### src/rtl/stall_ctrl_pkg.sv
// Shared CPU control package: stall FSM state encodings,
// pipeline opcode constants and the control-bundle type.
package stall_ctrl_pkg;

   typedef enum logic [1:0] {
      ST_RUN      = 2'b00,
      ST_MEM_WAIT = 2'b01,
      ST_HALTED   = 2'b10
   } state_e;

   localparam logic [6:0] OP_LOAD   = 7'b0000011;
   localparam logic [6:0] OP_STORE  = 7'b0100011;
   localparam logic [6:0] OP_BRANCH = 7'b1100011;
   localparam logic [6:0] OP_JAL    = 7'b1101111;
   localparam logic [6:0] OP_JALR   = 7'b1100111;
   localparam logic [6:0] OP_ALU    = 7'b0110011;
   localparam logic [6:0] OP_ALUI   = 7'b0010011;
   localparam logic [6:0] OP_HALT   = 7'b1110011;

   typedef struct packed {
      logic pc_we;
      logic ifid_we;
      logic idex_we;
      logic exmem_we;
      logic memwb_we;
      logic ifid_flush;
      logic idex_bubble;
   } ctrl_t;

   function automatic ctrl_t ctrl_make(
      input logic pc,
      input logic ifid,
      input logic flush,
      input logic bubble,
      input logic rest
   );
      ctrl_t c;
      c.pc_we       = pc;
      c.ifid_we     = ifid;
      c.idex_we     = rest;
      c.exmem_we    = rest;
      c.memwb_we    = rest;
      c.ifid_flush  = flush;
      c.idex_bubble = bubble;
      return c;
   endfunction

endpackage

### src/rtl/stall_ctrl_sat_cnt16.sv
// 16-bit event counter with enable, synchronous clear and
// saturation at all-ones.
module sat_cnt16 (
   input  logic        clk,
   input  logic        i_clr,
   input  logic        i_en,
   output logic [15:0] o_q
);

   logic [15:0] r_q;

   always_ff @(posedge clk) begin
      if (i_clr)
         r_q <= 16'd0;
      else if (i_en && (r_q != 16'hFFFF))
         r_q <= r_q + 16'd1;
   end

   assign o_q = r_q;

endmodule

### src/rtl/stall_ctrl.sv
// Pipeline stall/flush/halt controller for the 5-stage core.
// Optional stall/flush counters: define STALL_CTRL_CNT_EN.
module stall_ctrl
   import stall_ctrl_pkg::*;
(
   input  logic        clk,
   input  logic        rst,
   input  logic        hazard_stall,
   input  logic        branch_taken,
   input  logic        imem_stall,
   input  logic        dmem_stall,
   input  logic        memwb_halt,
   output logic        pc_we,
   output logic        ifid_we,
   output logic        idex_we,
   output logic        exmem_we,
   output logic        memwb_we,
   output logic        ifid_flush,
   output logic        idex_bubble,
   output logic        halted,
   output logic        err
`ifdef STALL_CTRL_CNT_EN
   ,
   output logic [15:0] stall_cycles,
   output logic [15:0] flush_count
`endif
);

   state_e r_state;
   state_e w_next;
   ctrl_t  w_ctrl;
   logic   w_halted;
   logic   w_live;
   logic   r_haz_prev;
   logic   r_err;

   always_ff @(posedge clk) begin
      if (rst)
         r_state <= ST_RUN;
      else
         r_state <= w_next;
   end

   always_comb begin
      w_next = r_state;
      case (r_state)
         ST_RUN, ST_MEM_WAIT: begin
            if (memwb_halt)
               w_next = ST_HALTED;
            else if (dmem_stall)
               w_next = ST_MEM_WAIT;
            else
               w_next = ST_RUN;
         end
         ST_HALTED: w_next = ST_HALTED;
         default:   w_next = ST_RUN;
      endcase
   end

   // MEM_WAIT shares the RUN decode: releasing dmem_stall
   // resumes normal steering in that same cycle.
   always_comb begin
      w_ctrl   = ctrl_make(1'b0, 1'b0, 1'b0, 1'b0, 1'b0);
      w_halted = 1'b0;
      if (rst) begin
         w_ctrl = ctrl_make(1'b0, 1'b0, 1'b1, 1'b1, 1'b0);
      end else begin
         case (r_state)
            ST_HALTED: w_halted = 1'b1;
            default: begin
               if (memwb_halt || dmem_stall)
                  w_ctrl = ctrl_make(1'b0, 1'b0, 1'b0, 1'b0, 1'b0);
               else if (branch_taken)
                  w_ctrl = ctrl_make(1'b1, 1'b1, 1'b1, 1'b1, 1'b1);
               else if (hazard_stall)
                  w_ctrl = ctrl_make(1'b0, 1'b0, 1'b0, 1'b1, 1'b1);
               else if (imem_stall)
                  w_ctrl = ctrl_make(1'b0, 1'b1, 1'b1, 1'b0, 1'b1);
               else
                  w_ctrl = ctrl_make(1'b1, 1'b1, 1'b0, 1'b0, 1'b1);
            end
         endcase
      end
   end

   // Frozen and halting cycles leave the hazard history untouched.
   assign w_live = (r_state != ST_HALTED) && !memwb_halt && !dmem_stall;

   always_ff @(posedge clk) begin
      if (rst) begin
         r_haz_prev <= 1'b0;
         r_err      <= 1'b0;
      end else if (w_live) begin
         r_haz_prev <= hazard_stall;
         if (hazard_stall && r_haz_prev)
            r_err <= 1'b1;
      end
   end

   assign pc_we       = w_ctrl.pc_we;
   assign ifid_we     = w_ctrl.ifid_we;
   assign idex_we     = w_ctrl.idex_we;
   assign exmem_we    = w_ctrl.exmem_we;
   assign memwb_we    = w_ctrl.memwb_we;
   assign ifid_flush  = w_ctrl.ifid_flush;
   assign idex_bubble = w_ctrl.idex_bubble;
   assign halted      = w_halted;
   assign err         = r_err && !rst;

`ifdef STALL_CTRL_CNT_EN
   logic w_stall_en;
   logic w_flush_en;

   assign w_stall_en = !w_ctrl.pc_we && (r_state != ST_HALTED);
   assign w_flush_en = w_ctrl.ifid_flush && !rst;

   sat_cnt16 u_stall_cnt (
      .clk   (clk),
      .i_clr (rst),
      .i_en  (w_stall_en),
      .o_q   (stall_cycles)
   );

   sat_cnt16 u_flush_cnt (
      .clk   (clk),
      .i_clr (rst),
      .i_en  (w_flush_en),
      .o_q   (flush_count)
   );
`endif

endmodule

### config.mk
export PLATFORM = sky130hd
export DESIGN_NAME = stall_ctrl
export DESIGN_NICKNAME = d
export VERILOG_FILES = /design/src/rtl/stall_ctrl_pkg.sv /design/src/rtl/stall_ctrl_sat_cnt16.sv /design/src/rtl/stall_ctrl.sv
export SDC_FILE = /design/constraint.sdc
export NUM_CORES = 1
export LEC_CHECK = 0
export BUFFER_PORTS_ARGS = -buffer_cell sky130_fd_sc_hd__clkbuf_2
export CAP_MARGIN = 30
export CORE_AREA = 2 2 39 41
export DETAILED_ROUTE_END_ITERATION = 10
export DIE_AREA = 0 0 41 43
export PLACE_DENSITY_LB_ADDON = 0.1
export SETUP_SLACK_MARGIN = 0.5
export SLEW_MARGIN = 10
export SYNTH_ARGS = -nofsm -noshare
export SYNTH_HDL_FRONTEND = slang
export SYNTH_HIERARCHICAL = 1
export SYNTH_SLANG_ARGS = --single-unit
export TNS_END_PERCENT = 20
### constraint.sdc
create_clock -name clk -period 2.5 [get_ports clk]
set_clock_uncertainty 0.2 [all_clocks]
set_input_delay 0.5 -clock clk [delete_from_list [all_inputs] [get_ports clk]]
set_output_delay 0.5 -clock clk [all_outputs]
set_load 0.005 [all_outputs]
Yosys cells after proc, flatten, opt, wreduce, memory -nomap -nowiden --
Index checks and enable logic that the tools add are counted.
Word-level totals: bits in registers 4, latch bits 0, RAM bits 0, memory bits (read-only) 0, input bits 7, output and inout port bits 9, word-level logic and storage cells 28, memories 0
Operators by class: $add $sub $neg 0, multipliers 0, div/mod/pow operators 0, order comparisons 0, equality and inequality tests 3, shifts and indexed selects 0, muxes and demuxes 11, bitwise operators 0, reductions and logical operators 11
Operators with widths (number):
- $mux 7 | 6
- $logic_and 1x1->1 | 4
- $pmux 2 s2 | 1
- $logic_not 1->1 | 3
- $mux 1 | 3
- $eq 2x1->1 const B | 1
- $eq 2x2->1 const B | 1
- $logic_not 2->1 | 1
- $mux 2 | 1
- $ne 2x2->1 const B | 1
- $reduce_and 2->1 | 1
- $reduce_or 2->1 | 1
- $logic_or 1x1->1 | 1

Longest topological paths before layout --
Gate-level depths: netlist of the first run.
depth after elaboration 6, gate-level depth with buffers 3, gate-level depth less buffers 3

Least setup slack after synthesis of the first run --
Ideal clock, no wire load.
path type in2out, start point input dmem_stall, end point output ifid_we, arrival time 1054 ps, data required time 1800 ps, path slack 746 ps, cell stages on the path 2, path buffers 0, cells stage by stage nor4_4 o21a_1
On the way: longest elaborated chain between the ends 4
Ends and longest elaborated chain:
- start: declaration | line stall_ctrl.sv:11 | input logic dmem_stall,
- $logic_or 1x1->1 | line stall_ctrl.sv:71 | if (memwb_halt || dmem_stall)
- $mux 7 | line stall_ctrl.sv:71
- $mux 7 | line stall_ctrl.sv:68 | case (r_state)
- $mux 7 | line stall_ctrl.sv:65 | if (rst) begin
- end: declaration | line stall_ctrl.sv:14 | output logic ifid_we,
Every way passes these cells.

Final worst setup path of the first run --
start point register r_state[1], end point output idex_bubble
On the way: longest elaborated chain between the ends 3
Ends and longest elaborated chain:
- start: declaration | line stall_ctrl.sv:29 | state_e r_state;
- start signal: assignment | line stall_ctrl.sv:41 | r_state <= w_next;
- $eq 2x2->1 | line stall_ctrl.sv:68
- $mux 7 | line stall_ctrl.sv:68
- $mux 7 | line stall_ctrl.sv:65
- end: declaration | line stall_ctrl.sv:19 | output logic idex_bubble,
Every way passes these cells.

==> results of run 1 <==
[final cells by class]
type | count | area (um^2)
Sequential cell | 4 | 81.3
Timing Repair Buffer | 17 | 98.8
Fill cell | 155 | 1000
Inverter | 1 | 3.75
Multi-Input combinational cell | 19 | 153
Tap cell | 16 | 20.0
Clock buffer | 3 | 22.5
[what timing repair did]
item	CTS	global route
pin swaps	3	0
setup buffers	2	0
resized for setup	3	0
endpoints found under the hold margin	0	0
endpoints found under the setup margin	4	7
[placed cells by master, fill, tap and decap left out, types with 2 or more instances in the layout]
master,count
clkbuf_4,3
dfxtp_1,3
o21a_1,2
nor2b_1,2
nor2_1,3
clkbuf_2,14
buf_4,2
o21bai_1,2
nand2b_1,2
[power by group]
group          leakage, nW  switching [mW]  total (mW)  internal [mW]
combinational        0.135          0.0165      0.0359         0.0194
clock               0.0138          0.0232      0.0766         0.0535
sequential          0.0330         0.00218      0.0694         0.0673
total                0.182          0.0418       0.182          0.140
[layer usage]
metal | GRT usage | routed length, um | up-vias
met5 | 0 | 0 | -
met1 | 0.0673 | 228 | 112
li1 | - | - | 129
met3 | 0.0314 | 54 | 0
met2 | 0.113 | 272 | 11
met4 | 0.0800 | 0 | 0
[flip-flops by register name, indices dropped and copies added, names as in the netlist]
name,cells
r_err,1
r_haz_prev,1
r_state,2
[kinds of logic (layout without fill, tap and decap cells)]
kind of cell           count (synthesis)  in the layout  share of synthesized area
DFF                                    4              4                      0.318
AOI/OAI and AO/OA                      7              7                      0.204
buffers and inverters                  3             21                     0.0746
muxes                                  1              1                     0.0398
and+or+nand+nor                       11             11                      0.363
[worst min path at each step]
stage,depth (start not counted),to,slack [ns]
3_5_place_dp,1,r_state[0],0.27
5_1_grt,1,r_state[0],0.27
4_1_cts,1,r_state[0],0.25
2_1_floorplan,1,r_state[0],0.24
6_report,1,r_state[0],0.24
3_3_place_gp,2,r_haz_prev,0.27
==> impl_metrics.toml, run 1 <==
[run_status]
status = "completed"

[clocking]
cts-root-buf = "clkbuf_4"
clkTransAtPathRegs_ns = 0.03
ctsHoldBuffers = 0
cts_buffer_depth = 2
htreeDepth = 1
cts.sinks = 4
cts_buffers = 3
cts_tree = "built"
clk_latency_ns = 0.23

[layout]
num_antenna_cells = 0
final_area_um2 = 379
final_nets = 53
instances_no_fill = 60
fin_util = 0.274
drive_above_1_share = 0.568
area_growth_pct = 50.7

[critical_path]
crit_family = "simple AND/OR/NAND/NOR gates"
rr_startpoint = "r_state[1]"
cp_num_cells = 4
cp-endpoint = "idex_bubble"
max_stage_delay_ns = 0.34
crit_slowest_cell = "or3_4"
critical_path.cell_chain = "nor2b_4 > or3_4 > o21bai_1 > clkbuf_2"
cp-start-kind = "register"
path_buf_inv = 1
worstPathMaxFanout = 4
reg2reg_slack_ns = 1.26
required_ns = 1.80
r2r-end = "r_err"
reg2reg_depth = 4
arrival_ns = 1.29
criticalPathCategory = "register to primary output"
cp-end-kind = "primary output"
startpoint = "r_state[1]"

[timing]
setup_tns_ns = 0
final-max-slew-violation-count = 0
fmax_mhz = 502
rsz0062_at_grt = "yes"
worst_pin_slew_ns = 0.312
final_critical_path_setup_slack_ns = 0.507
slew-limit-headroom = 0.790
hold_viol_final = 0
period_needed_ns = 1.99
holdWs_ns = 0.242
timing.final.crit_share = 0.797
setup_violations = 0

[grt]
grt_pass1_wl_um = 834
grt_overflow = 0
grt_usage = 0.0752
grt_max_degree = 10
grt_pass1_vias = 222
antenna_found_initial = 0

[placed_design]
gp_congestion = 0.547
placed_area_um2 = 332
port_buffers = 15
dp_hpwl_um = 479
place_ws_ns = 0.422
dp.cells = 55

[worst_hold_path]
hold_path.class = "register to register"
hold_start = "r_state[1]"

[yosys]
synth.most_common_cell = "dfxtp_1"
synth_flop_cell = "dfxtp_1"
synthTopCellsByCount = "dfxtp_1, nor2_1"
syn_area_per_cell_um2 = 9.67
syn_inst = 26
synth.distinct_cells = 16
yosys_warnings = 6
synth_edf_count = 0
ys_seq_area_frac = 0.318
synthArstFlopShare = 0
synth_seq_cells = 4
synthTopCellsByArea = "dfxtp_1, nor4_4, buf_4"
synth_area_um2 = 251
synth.net_count = 33
synth_top_area_share = 0.318
yosysTopAreaCell = "dfxtp_1"

[power_and_ir_drop]
ir_drop_mv = 0.185
p_per_area_nw_per_um2 = 480
leakagePower_nw = 0.182
power.total_mw = 0.182

[drt]
wl_um = 554
avgViaCountPerCell = 4.20
ant_nets = 0
wl_per_cell_um = 9.23
post-route-drc-count = 0
first_iter_violations = 1
first_pass_iters = 2
vias = 252

[floorplan]
initial_core_util = 0.182
row_count = 14
die-height_um = 43
die_w_um = 41
core_area_um2 = 1380
die-area_um2 = 1760
io_pins = 16

[run]
max-cap-violations = 0
(Power assumes the default switching activity.)
==> inputs of run 2 (changes only) <==
--- a/config.mk
+++ b/config.mk
@@ -5,6 +5,7 @@
 export SDC_FILE = /design/constraint.sdc
 export NUM_CORES = 1
 export LEC_CHECK = 0
+export ABC_AREA = 1
 export BUFFER_PORTS_ARGS = -buffer_cell sky130_fd_sc_hd__clkbuf_2
 export CAP_MARGIN = 30
 export CORE_AREA = 2 2 39 41
==> constraint.sdc (replaced) <==
create_clock -name clk -period 1.9 [get_ports clk]
set_clock_uncertainty 0.2 [all_clocks]
set_input_delay 0.38 -clock clk [delete_from_list [all_inputs] [get_ports clk]]
set_output_delay 0.38 -clock clk [all_outputs]
set_load 0.005 [all_outputs]
==> impl_metrics.toml, run 2 <==
[run_status]
status = "completed"

[grt]
antenna_found_initial = 0
grt_usage = 0.0763
grt_pass1_wl_um = 855
grt_overflow = 0
grt_max_degree = 8
grt_pass1_vias = 226

[timing]
slew-limit-headroom = 0.838
period_needed_ns = 1.61
final-max-slew-violation-count = 0
timing.final.crit_share = 0.847
worst_pin_slew_ns = 0.244
holdWs_ns = 0.234
fmax_mhz = 621
rsz0062_at_grt = "yes"
setup_tns_ns = 0
setup_violations = 0
hold_viol_final = 0

[yosys]
synth.net_count = 40
synth_seq_cells = 4
synth_mux_area_frac = 0
ys_seq_area_frac = 0.330
synth_fa_ha_area_frac = 0
yosys.area_share.simple = 0.366
synth.distinct_cells = 18
syn_inst = 33
synthXorXnorAreaFrac = 0
yosys_warnings = 6
yosysTopAreaCell = "dfxtp_1"
synth_flop_cell = "dfxtp_1"
synth_edf_count = 0
synthTopCellsByArea = "dfxtp_1, nor2_1, o21ai_1"
synth_top_family_by_area = "simple AND/OR/NAND/NOR gates"
syn_area_per_cell_um2 = 7.36
synth_compound_area_frac = 0.180
synth_area_um2 = 243
synthArstFlopShare = 0
synth_top_area_share = 0.330
synth.most_common_cell = "nor2_1"
synthTopCellsByCount = "nor2_1, dfxtp_1, inv_1, nand2_1, o21ai_1"

[clocking]
clk_latency_ns = 0.23
clkTransAtPathRegs_ns = 0.03
htreeDepth = 1
cts_buffers = 3
cts.sinks = 4
cts_tree = "built"
cts-root-buf = "clkbuf_4"
cts_buffer_depth = 2

[drt]
wl_per_cell_um = 9.46
avgViaCountPerCell = 4.23
first_iter_violations = 2
wl_um = 653
ant_nets = 0
vias = 292
first_pass_iters = 2
post-route-drc-count = 0

[layout]
final_area_um2 = 415
area_growth_pct = 71.1
layout_common_cells = "clkbuf_2, nor2_1, dfxtp_1, buf_4"
final_nets = 62
top_regs = "r_state x2, r_err x1, r_haz_prev x1"
largest_reg_flops = 2
regMostFlops = "r_state"
num_antenna_cells = 0
layout_commonest_cell = "clkbuf_2"
drive_above_1_share = 0.604

[placed_design]
gp_congestion = 0.650
dp_hpwl_um = 523
port_buffers = 15
placed_area_um2 = 330

[critical_path]
criticalPathCategory = "register to primary output"
required_ns = 1.32
cp-end-kind = "primary output"
arrival_ns = 1.03
cp-start-kind = "register"
worstPathMaxFanout = 4

[power_and_ir_drop]
ir_drop_mv = 0.193
leakagePower_nw = 0.201
p_per_area_nw_per_um2 = 608

[floorplan]
io_pins = 16
die-height_um = 43
die-area_um2 = 1760
core_area_um2 = 1380
row_count = 14
initial_core_util = 0.175
die_w_um = 41

[run]
max-cap-violations = 0

[worst_hold_path]
hold_path.class = "register to register"
run 2: per-stage QoR:
stage | setup WS [ns] | instances | power, mW | util
finish | 0.291 | 69 | 0.253 | 0.300
global placement | 0.327 | 62 | 0.137 | 0.239
detailed placement | 0.284 | 62 | 0.138 | 0.239
CTS | 0.271 | 68 | 0.252 | 0.280
global route | 0.226 | 69 | 0.270 | 0.300
floorplan | 0.515 | 33 | 0.117 | -
run 2: path summary, 6_finish.rpt:
kind / startpoint / to / slack (ns) / cells after the start
max: r_state[1] / halted / 0.29 / 4
max reg2reg: r_state[1] / r_err / 0.72 / 5
min reg2reg: r_state[0] / r_state[1] / 0.23 / 1
min: r_state[0] / r_state[1] / 0.23 / 1
run 2: timing repair:
action                                  CTS  global route
pin swaps                                 2             0
endpoints found under the setup margin    9             9
resized for setup                         3             4
setup buffers                             3             1
hold endpoints to repair                  0             0
hold buffers                              0             0
run 2: routing by layer:
layer | up-vias | GRT usage | wire length [um] | share of wire
met5 | - | 0 | 0 | 0
met4 | 0 | 0.0800 | 0 | 0
met3 | 0 | 0.0157 | 54 | 0.083
met2 | 13 | 0.109 | 305 | 0.47
met1 | 128 | 0.0836 | 294 | 0.45
li1 | 151 | - | - | -
run 2: kinds of logic (layout without fill, tap and decap cells):
family          count (synthesis)  count (layout)
simple gates                   16              16
compound gates                  7               7
buf+inv                         6              26
flops                           4               4
run 2: final cells by class:
type	count	area, um^2
clock buffers	3	22.5
fillers	164	968
inverters	4	15.0
multi-input cells	23	173
flip-flops and latches	4	80.1
well taps	16	20.0
repair buffers	19	105
run 2: worst max-delay path, stage by stage (launching register included):
cell and delay, ns:
dfxtp_1 0.38, nand2_4 0.10, buf_4 0.14, nor2_1 0.07
clkbuf_2 0.12
run 2: where the power goes:
part / total, mW / internal [mW] / switching, mW
Combinational: 0.0625 / 0.0285 / 0.0340
Sequential: 0.0907 / 0.0881 / 0.00264
Clock: 0.0993 / 0.0702 / 0.0291
